File: src/rtl/vga_timing_pkg.sv
// Shared VGA 640x480@60 timing constants and the sync-lock FSM encoding,
// used by both the sync generators and the decoder.
package vga_timing_pkg;

  localparam int VGA_H_TOTAL  = 800;
  localparam int VGA_H_SYNC   = 96;
  localparam int VGA_H_BP     = 48;
  localparam int VGA_H_ACTIVE = 640;
  localparam int VGA_V_TOTAL  = 525;
  localparam int VGA_V_SYNC   = 2;
  localparam int VGA_V_BP     = 33;
  localparam int VGA_V_ACTIVE = 480;

  localparam int               CNT_W   = 10;
  localparam logic [CNT_W-1:0] CNT_MAX = '1;

  typedef enum logic [1:0] {
    SEARCH = 2'd0,
    CHECK  = 2'd1,
    LOCKED = 2'd2
  } sync_state_e;

endpackage

File: src/rtl/sync_2ff.sv
// Two-flop synchronizer for one asynchronous input bit; both stages reset to
// the idle (high) sync level so reset never fakes a sync edge.
module sync_2ff #(
  parameter logic RESET_VAL = 1'b1
) (
  input  logic iclock,
  input  logic ireset_n,
  input  logic id,
  output logic oq
);

  logic meta_q;
  logic sync_q;

  // NOTE: sequential state always uses non-blocking assignments so every flop
  // samples the pre-edge value of its neighbours, exactly like the hardware.
  always_ff @(posedge iclock or negedge ireset_n) begin
    if (!ireset_n) begin
      meta_q <= RESET_VAL;
      sync_q <= RESET_VAL;
    end else begin
      meta_q <= id;
      sync_q <= meta_q;
    end
  end

  assign oq = sync_q;

endmodule

File: src/rtl/vga_sync_decoder.sv
// Recovers pixel coordinates and a lock indication from a VGA hsync/vsync
// stream, and samples the colour at one probe coordinate.
module vga_sync_decoder
  import vga_timing_pkg::*;
#(
  parameter int H_TOTAL  = VGA_H_TOTAL,
  parameter int H_SYNC   = VGA_H_SYNC,
  parameter int H_BP     = VGA_H_BP,
  parameter int H_ACTIVE = VGA_H_ACTIVE,
  parameter int V_TOTAL  = VGA_V_TOTAL,
  parameter int V_SYNC   = VGA_V_SYNC,
  parameter int V_BP     = VGA_V_BP,
  parameter int V_ACTIVE = VGA_V_ACTIVE
) (
  input  logic       iclock,
  input  logic       ireset_n,
  input  logic       ihsync,
  input  logic       ivsync,
  input  logic       ivga_r,
  input  logic       ivga_g,
  input  logic       ivga_b,
  input  logic [9:0] iprobe_x,
  input  logic [9:0] iprobe_y,
  output logic [9:0] ox,
  output logic [9:0] oy,
  output logic       ode,
  output logic       olocked,
  output logic [2:0] oprobe_rgb,
  output logic       oprobe_valid,
  output logic       oerr,
  output logic [9:0] oline_len
);

  localparam logic [CNT_W-1:0] H_TOTAL_C = CNT_W'(H_TOTAL);
  localparam logic [CNT_W-1:0] V_TOTAL_C = CNT_W'(V_TOTAL);
  localparam logic [CNT_W-1:0] H_START   = CNT_W'(H_SYNC + H_BP);
  localparam logic [CNT_W-1:0] H_END     = CNT_W'(H_SYNC + H_BP + H_ACTIVE);
  localparam logic [CNT_W-1:0] V_START   = CNT_W'(V_SYNC + V_BP);
  localparam logic [CNT_W-1:0] V_END     = CNT_W'(V_SYNC + V_BP + V_ACTIVE);

  // All five pins share one synchronizer depth so sync and colour stay aligned.
  logic [4:0] pins_raw;
  logic [4:0] pins_s;
  assign pins_raw = {ihsync, ivsync, ivga_r, ivga_g, ivga_b};

  for (genvar i = 0; i < 5; i++) begin : g_sync
    sync_2ff #(.RESET_VAL(1'b1)) u_sync (
      .iclock   (iclock),
      .ireset_n (ireset_n),
      .id       (pins_raw[i]),
      .oq       (pins_s[i])
    );
  end

  logic       hsync_s, vsync_s;
  logic [2:0] rgb_s;
  assign hsync_s = pins_s[4];
  assign vsync_s = pins_s[3];
  assign rgb_s   = pins_s[2:0];

  sync_state_e      state_q;
  logic             line_bad_q, locked_q, err_q;
  logic             hsync_prev_q, hsync_prev_d;
  logic             vsync_prev_q, vsync_prev_d;
  logic             pend_q, pend_d;
  logic [CNT_W-1:0] hcnt_q, hcnt_d;
  logic [CNT_W-1:0] vcnt_q, vcnt_d;
  logic [CNT_W-1:0] line_len_q, line_len_d;
  logic [2:0]       rgb_q, rgb_d;
  logic [9:0]       ox_q, ox_d, oy_q, oy_d;
  logic             ode_q, ode_d;
  logic [2:0]       probe_rgb_q, probe_rgb_d;
  logic             probe_valid_q, probe_valid_d;

  logic             hfall, vfall, frame_start;
  logic [CNT_W-1:0] line_len, vcnt_inc;
  logic             len_bad, frame_bad, hsync_lost, active, probe_hit;

  // NOTE: every always_comb output gets a default first, so no path can leave
  // a value unassigned and infer a latch.
  always_comb begin
    hsync_prev_d = hsync_s;
    vsync_prev_d = vsync_s;
    rgb_d        = rgb_s;

    hfall       = hsync_prev_q & ~hsync_s;
    vfall       = vsync_prev_q & ~vsync_s;
    frame_start = hfall & (pend_q | vfall);
    line_len    = hcnt_q + 1'b1;
    vcnt_inc    = vcnt_q + 1'b1;
    len_bad     = hfall && (line_len != H_TOTAL_C);
    hsync_lost  = (hcnt_q == CNT_MAX);
    // Short frame seen at its frame start; long frame seen at line V_TOTAL.
    frame_bad   = (frame_start && (vcnt_inc != V_TOTAL_C)) ||
                  (hfall && !frame_start && (vcnt_inc == V_TOTAL_C));

    hcnt_d     = hfall ? '0 : (hsync_lost ? CNT_MAX : hcnt_q + 1'b1);
    line_len_d = hfall ? line_len : line_len_q;

    pend_d = pend_q;
    if (hfall)      pend_d = 1'b0;
    else if (vfall) pend_d = 1'b1;

    vcnt_d = vcnt_q;
    if (frame_start) vcnt_d = '0;
    else if (hfall)  vcnt_d = (vcnt_q == CNT_MAX) ? CNT_MAX : vcnt_inc;

    active = (hcnt_q >= H_START) && (hcnt_q < H_END) &&
             (vcnt_q >= V_START) && (vcnt_q < V_END);
    ox_d   = active ? hcnt_q - H_START : ox_q;
    oy_d   = active ? vcnt_q - V_START : oy_q;
    ode_d  = active && (state_q == LOCKED);

    probe_hit     = ode_d && (ox_d == iprobe_x) && (oy_d == iprobe_y);
    probe_valid_d = probe_hit;
    probe_rgb_d   = probe_hit ? rgb_q : probe_rgb_q;
  end

  always_ff @(posedge iclock or negedge ireset_n) begin
    if (!ireset_n) begin
      hsync_prev_q  <= 1'b1;
      vsync_prev_q  <= 1'b1;
      rgb_q         <= 3'b111;
      pend_q        <= 1'b0;
      hcnt_q        <= '0;
      vcnt_q        <= '0;
      line_len_q    <= '0;
      ox_q          <= '0;
      oy_q          <= '0;
      ode_q         <= 1'b0;
      probe_rgb_q   <= '0;
      probe_valid_q <= 1'b0;
    end else begin
      hsync_prev_q  <= hsync_prev_d;
      vsync_prev_q  <= vsync_prev_d;
      rgb_q         <= rgb_d;
      pend_q        <= pend_d;
      hcnt_q        <= hcnt_d;
      vcnt_q        <= vcnt_d;
      line_len_q    <= line_len_d;
      ox_q          <= ox_d;
      oy_q          <= oy_d;
      ode_q         <= ode_d;
      probe_rgb_q   <= probe_rgb_d;
      probe_valid_q <= probe_valid_d;
    end
  end

  // Lock FSM; a CHECK frame is judged including the line that ends at its
  // closing frame start.
  always_ff @(posedge iclock or negedge ireset_n) begin
    if (!ireset_n) begin
      state_q    <= SEARCH;
      line_bad_q <= 1'b0;
      locked_q   <= 1'b0;
      err_q      <= 1'b0;
    end else begin
      err_q <= 1'b0;
      case (state_q)
        SEARCH: begin
          if (frame_start) begin
            state_q    <= CHECK;
            line_bad_q <= 1'b0;
          end
        end
        CHECK: begin
          if (frame_start) begin
            line_bad_q <= 1'b0;
            if ((vcnt_inc == V_TOTAL_C) && !line_bad_q && !len_bad) begin
              state_q  <= LOCKED;
              locked_q <= 1'b1;
            end
          end else if (len_bad) begin
            line_bad_q <= 1'b1;
          end
        end
        LOCKED: begin
          if (len_bad || frame_bad || hsync_lost) begin
            state_q  <= SEARCH;
            locked_q <= 1'b0;
            err_q    <= 1'b1;
          end
        end
        default: begin
          state_q  <= SEARCH;
          locked_q <= 1'b0;
        end
      endcase
    end
  end

  assign ox           = ox_q;
  assign oy           = oy_q;
  assign ode          = ode_q;
  assign olocked      = locked_q;
  assign oprobe_rgb   = probe_rgb_q;
  assign oprobe_valid = probe_valid_q;
  assign oerr         = err_q;
  assign oline_len    = line_len_q;

endmodule

File: config.mk
export PLATFORM = sky130hd
export DESIGN_NAME = vga_sync_decoder
export DESIGN_NICKNAME = d
export VERILOG_FILES = /design/src/rtl/vga_timing_pkg.sv /design/src/rtl/sync_2ff.sv /design/src/rtl/vga_sync_decoder.sv
export SDC_FILE = /design/constraint.sdc
export NUM_CORES = 1
export LEC_CHECK = 0
export ABC_CLOCK_PERIOD_IN_PS = 3960
export CORE_MARGIN = 1
export CORE_UTILIZATION = 50
export CTS_CLUSTER_SIZE = 12
export DETAILED_ROUTE_END_ITERATION = 10
export MAX_ROUTING_LAYER = met4
export PLACE_DENSITY = 0.82
export SLEW_MARGIN = 20
export SYNTH_ARGS = -nofsm -noshare
export SYNTH_HDL_FRONTEND = slang
export SYNTH_SLANG_ARGS = --single-unit
File: constraint.sdc
create_clock -name iclock -period 3.96 [get_ports iclock]
set_input_delay 0.792 -clock iclock [delete_from_list [all_inputs] [get_ports iclock]]
set_output_delay 0.792 -clock iclock [all_outputs]
set_load 0.005 [all_outputs]
==> impl_metrics.env <==
export IMPL_status="finished, final reports clean"
export IMPL_endpoint="oprobe_rgb[2]$_DFFE_PN0P_"
export IMPL_grt_max_degree=77
export IMPL_tns_ns=0
export IMPL_cap_violations=0
export IMPL_irDropWorstVdd_mv=0.165
export IMPL_critPathBufInv=0
export IMPL_synth_edff_count=0
export IMPL_drtPass1Iterations=4
export IMPL_cts_root_buf="clkbuf_8"
export IMPL_cp_arrival_ns=3.85
export IMPL_power_w=0.00173
export IMPL_antenna_cells=0
export IMPL_clock_latency_ns=0.36
export IMPL_cellInternalPower_w=0.00126
export IMPL_synth_cell_types=60
export IMPL_finalNonFillerCells=524
export IMPL_required_ns=4.20
export IMPL_grt_pass1_wl_mm=13.8
export IMPL_fin_crit_sh_pct=91.1
export IMPL_vias_per_cell=5.73
export IMPL_synthTopCellsByArea="dfrtp_1 (41%), dfstp_2 (11%), o21ai_0 (4.7%)"
export IMPL_avgSynthCellArea_um2=10.1
export IMPL_reg2reg_from="vcnt_q[0]$_DFFE_PN0P_"
export IMPL_clock_path_buffers=2
export IMPL_maxSlewViolCount=0
export IMPL_criticalPathCategory="reg2reg"
export IMPL_start_kind="flip-flop"
export IMPL_cts_tree="built"
export IMPL_nets=454
export IMPL_setup_ws_ns=0.352
export IMPL_seqPwrFrac_pct=51.3
export IMPL_min_period_ns=3.61
export IMPL_drive_above_1_share_pct=12.0
export IMPL_clk_pin_slew_ns=0.08
export IMPL_reg2reg_slack_ns=0.35
export IMPL_fp_coreArea_um2=7210
export IMPL_max_slew_margin_pct=37.5
export IMPL_crit_start="vcnt_q[0]$_DFFE_PN0P_"
export IMPL_synth_seq_cells=76
export IMPL_n_fill_cell=583
export IMPL_die_h_um=88.2
export IMPL_dominantRegCellSynth="dfrtp_1"
export IMPL_tightest_slew_ns=0.938
export IMPL_grt_pass1_vias=2885
export IMPL_end_kind="flip-flop"
export IMPL_r2r_end="oprobe_rgb[2]$_DFFE_PN0P_"
export IMPL_num_rows=31
export IMPL_drc=0
export IMPL_finalHoldViolCount=0
export IMPL_max_stage_delay_ns=0.59
export IMPL_cts_hold_buf=0
export IMPL_cts_sinks=76
export IMPL_syn_to_final_growth_pct=23.0
export IMPL_finalSetupViolCount=0
export IMPL_syn_inst=369
export IMPL_numPlacedInstances=508
export IMPL_drt_iter0_markers=180
export IMPL_wl_per_cell_um=16.1
export IMPL_grt_usage_pct=24.4
export IMPL_num_vias=3004
export IMPL_place_gp_congestion=0.918
export IMPL_post_cts_setup_buffer_count=0
export IMPL_p_leak_nw=1.96
export IMPL_seq_area_frac_synth_pct=51.6
export IMPL_p_sw_w=0.000475
export IMPL_syn_cell_area_um2=3720
export IMPL_synth_most_common_cell="dfrtp_1"
export IMPL_hp_class="reg2reg"
export IMPL_overflow=0
export IMPL_antenna_found_initial=0
export IMPL_clockPowerShare_pct=34.2
export IMPL_fin_worst_skew_ns=0.0106
export IMPL_h_tree_depth=3
export IMPL_drtAntennaViolNets=0
export IMPL_yosysWarnings=0
export IMPL_dieArea_um2=7790
export IMPL_rsz0062_at_grt="no"
export IMPL_syn_nets=403
export IMPL_start_util_pct=51.5
export IMPL_powerDensity_nw_per_um2=379
export IMPL_final_area_um2=4570
export IMPL_io_buffers=63
export IMPL_rr_worst_depth=8
export IMPL_cts_resized=0
export IMPL_combPwrFrac_pct=14.6
export IMPL_die_w_um=88.2
export IMPL_ys_top_cells_by_count="dfrtp_1 (61), nand2_1 (40), o21ai_0 (35)"
export IMPL_fmax_ghz=0.277
export IMPL_cp_top_family="simple AND/OR/NAND/NOR gates"
export IMPL_worst_path_max_delay_cell="or4_4"
export IMPL_crit_top_cell="or4_4"
export IMPL_boundaryPins=64
export IMPL_dpl_hpwl_mm=6.04
export IMPL_path_max_fanout=16
export IMPL_wl_mm=8.46
export IMPL_path_cells="ha_1, or4_4, o31ai_2, nand4_2, a2111oi_0, nand4_1, or4_4, mux2_4"
export IMPL_cts_made_buffers=9
export IMPL_synth_top_cell_by_area="dfrtp_1"
export IMPL_dpl_cell_area_um2=4370
export IMPL_crit_cells=8
export IMPL_post_place_ws_ns=0.194
export IMPL_switching_share_pct=27.4
export IMPL_synth_top_area_share_pct=41.0
export IMPL_async_reset_ff_share_pct=100
==> cell families (layout without fill, tap and decap cells) <==
family                   after synthesis  after routing  share of synthesized area (%)
buffers and inverters                 43             99                           4.91
AND/OR/NAND/NOR                      102            102                           14.2
flip-flops                            76             76                           51.6
AO/OA/AOI/OAI                         99             99                           16.2
XOR/XNOR                              34             34                           8.01
adder cells (fa/ha/maj)                7              7                           2.36
multiplexers                           8              8                           2.69
==> state kept, by name (all words and copies together) (netlist names) <==
| signal | cells |
|---|---|
| g_sync.u_sync.meta_q | 5 |
| g_sync.u_sync.oq | 5 |
| hcnt_q | 10 |
| hsync_prev_q | 1 |
| line_bad_q | 1 |
| ode | 1 |
| oerr | 1 |
| oline_len | 10 |
| olocked | 1 |
| oprobe_rgb | 3 |
| oprobe_valid | 1 |
| ox | 10 |
| oy | 10 |
| pend_q | 1 |
| rgb_q | 3 |
| state_q | 2 |
| vcnt_q | 10 |
| vsync_prev_q | 1 |
==> metal layers <==
layer  share of wire (%)  global-route usage [%]  routed length [um]  up-vias
li1                    -                       -                   -     1403
met1                  41                    30.6                3460     1473
met2                  51                    38.8                4300      109
met3                 5.6                    5.41                 470       19
met4                 2.6                    9.24                 223        0
met5                   0                       -                   0        -
==> metrics by stage <==
step                hold WS, ns  utilization (%)
floorplan                 0.345                -
global placement          0.346             60.6
detailed placement        0.347             60.6
CTS                       0.357             63.4
global route              0.359             63.4
finish                    0.356             63.4
==> layout by cell type, fill, tap and decap left out, drive strengths merged, types with 5 or more instances in the layout <==
cell type,count
clkdlybuf4s50,62
dfrtp,61
nand2,40
o21ai,35
a21oi,32
xnor2,19
inv,17
nor2,15
xor2,15
dfstp,15
nand3,11
clkbuf,10
ha,7
mux2,7
nand4,6
a2111oi,5
==> power groups by stage <==
| stage | combinational [W] | clock, W | sequential, W |
|---|---|---|---|
| 2_1_floorplan | 0.000155 | 0 | 0.000871 |
| 3_3_place_gp | 0.000239 | 0 | 0.000898 |
| 3_5_place_dp | 0.000248 | 0 | 0.000902 |
| 4_1_cts | 0.000253 | 0.000607 | 0.000887 |
| 5_1_grt | 0.000278 | 0.000637 | 0.000896 |
| 6_report | 0.000252 | 0.000591 | 0.000888 |
==> cell type report <==
class                      instances  area (um^2)  area share (%)
sequential                        76         1920            42.0
multi-input combinational        250         1620            35.3
inverter                          17         63.8            1.40
clock buffer                      10          138            3.01
tap                               99          124            2.71
timing repair buffer              66          648            14.2
clock inverter                     6         63.8            1.40
==> worst min-delay path by stage <==
| stage | endpoint | from | cells past startpoint |
|---|---|---|---|
| finish | rgb_q[2]$_DFF_PN1_ | g_sync[2].u_sync.oq$_DFF_PN1_ | 0 |
| global route | rgb_q[2]$_DFF_PN1_ | g_sync[2].u_sync.oq$_DFF_PN1_ | 0 |
| CTS | rgb_q[0]$_DFF_PN1_ | g_sync[0].u_sync.oq$_DFF_PN1_ | 0 |
| detailed placement | rgb_q[0]$_DFF_PN1_ | g_sync[0].u_sync.oq$_DFF_PN1_ | 0 |
| global placement | rgb_q[1]$_DFF_PN1_ | g_sync[1].u_sync.oq$_DFF_PN1_ | 0 |
| floorplan | g_sync[0].u_sync.oq$_DFF_PN1_ | g_sync[0].u_sync.meta_q$_DFF_PN1_ | 0 |
Power figures use the tool's default switching activity.
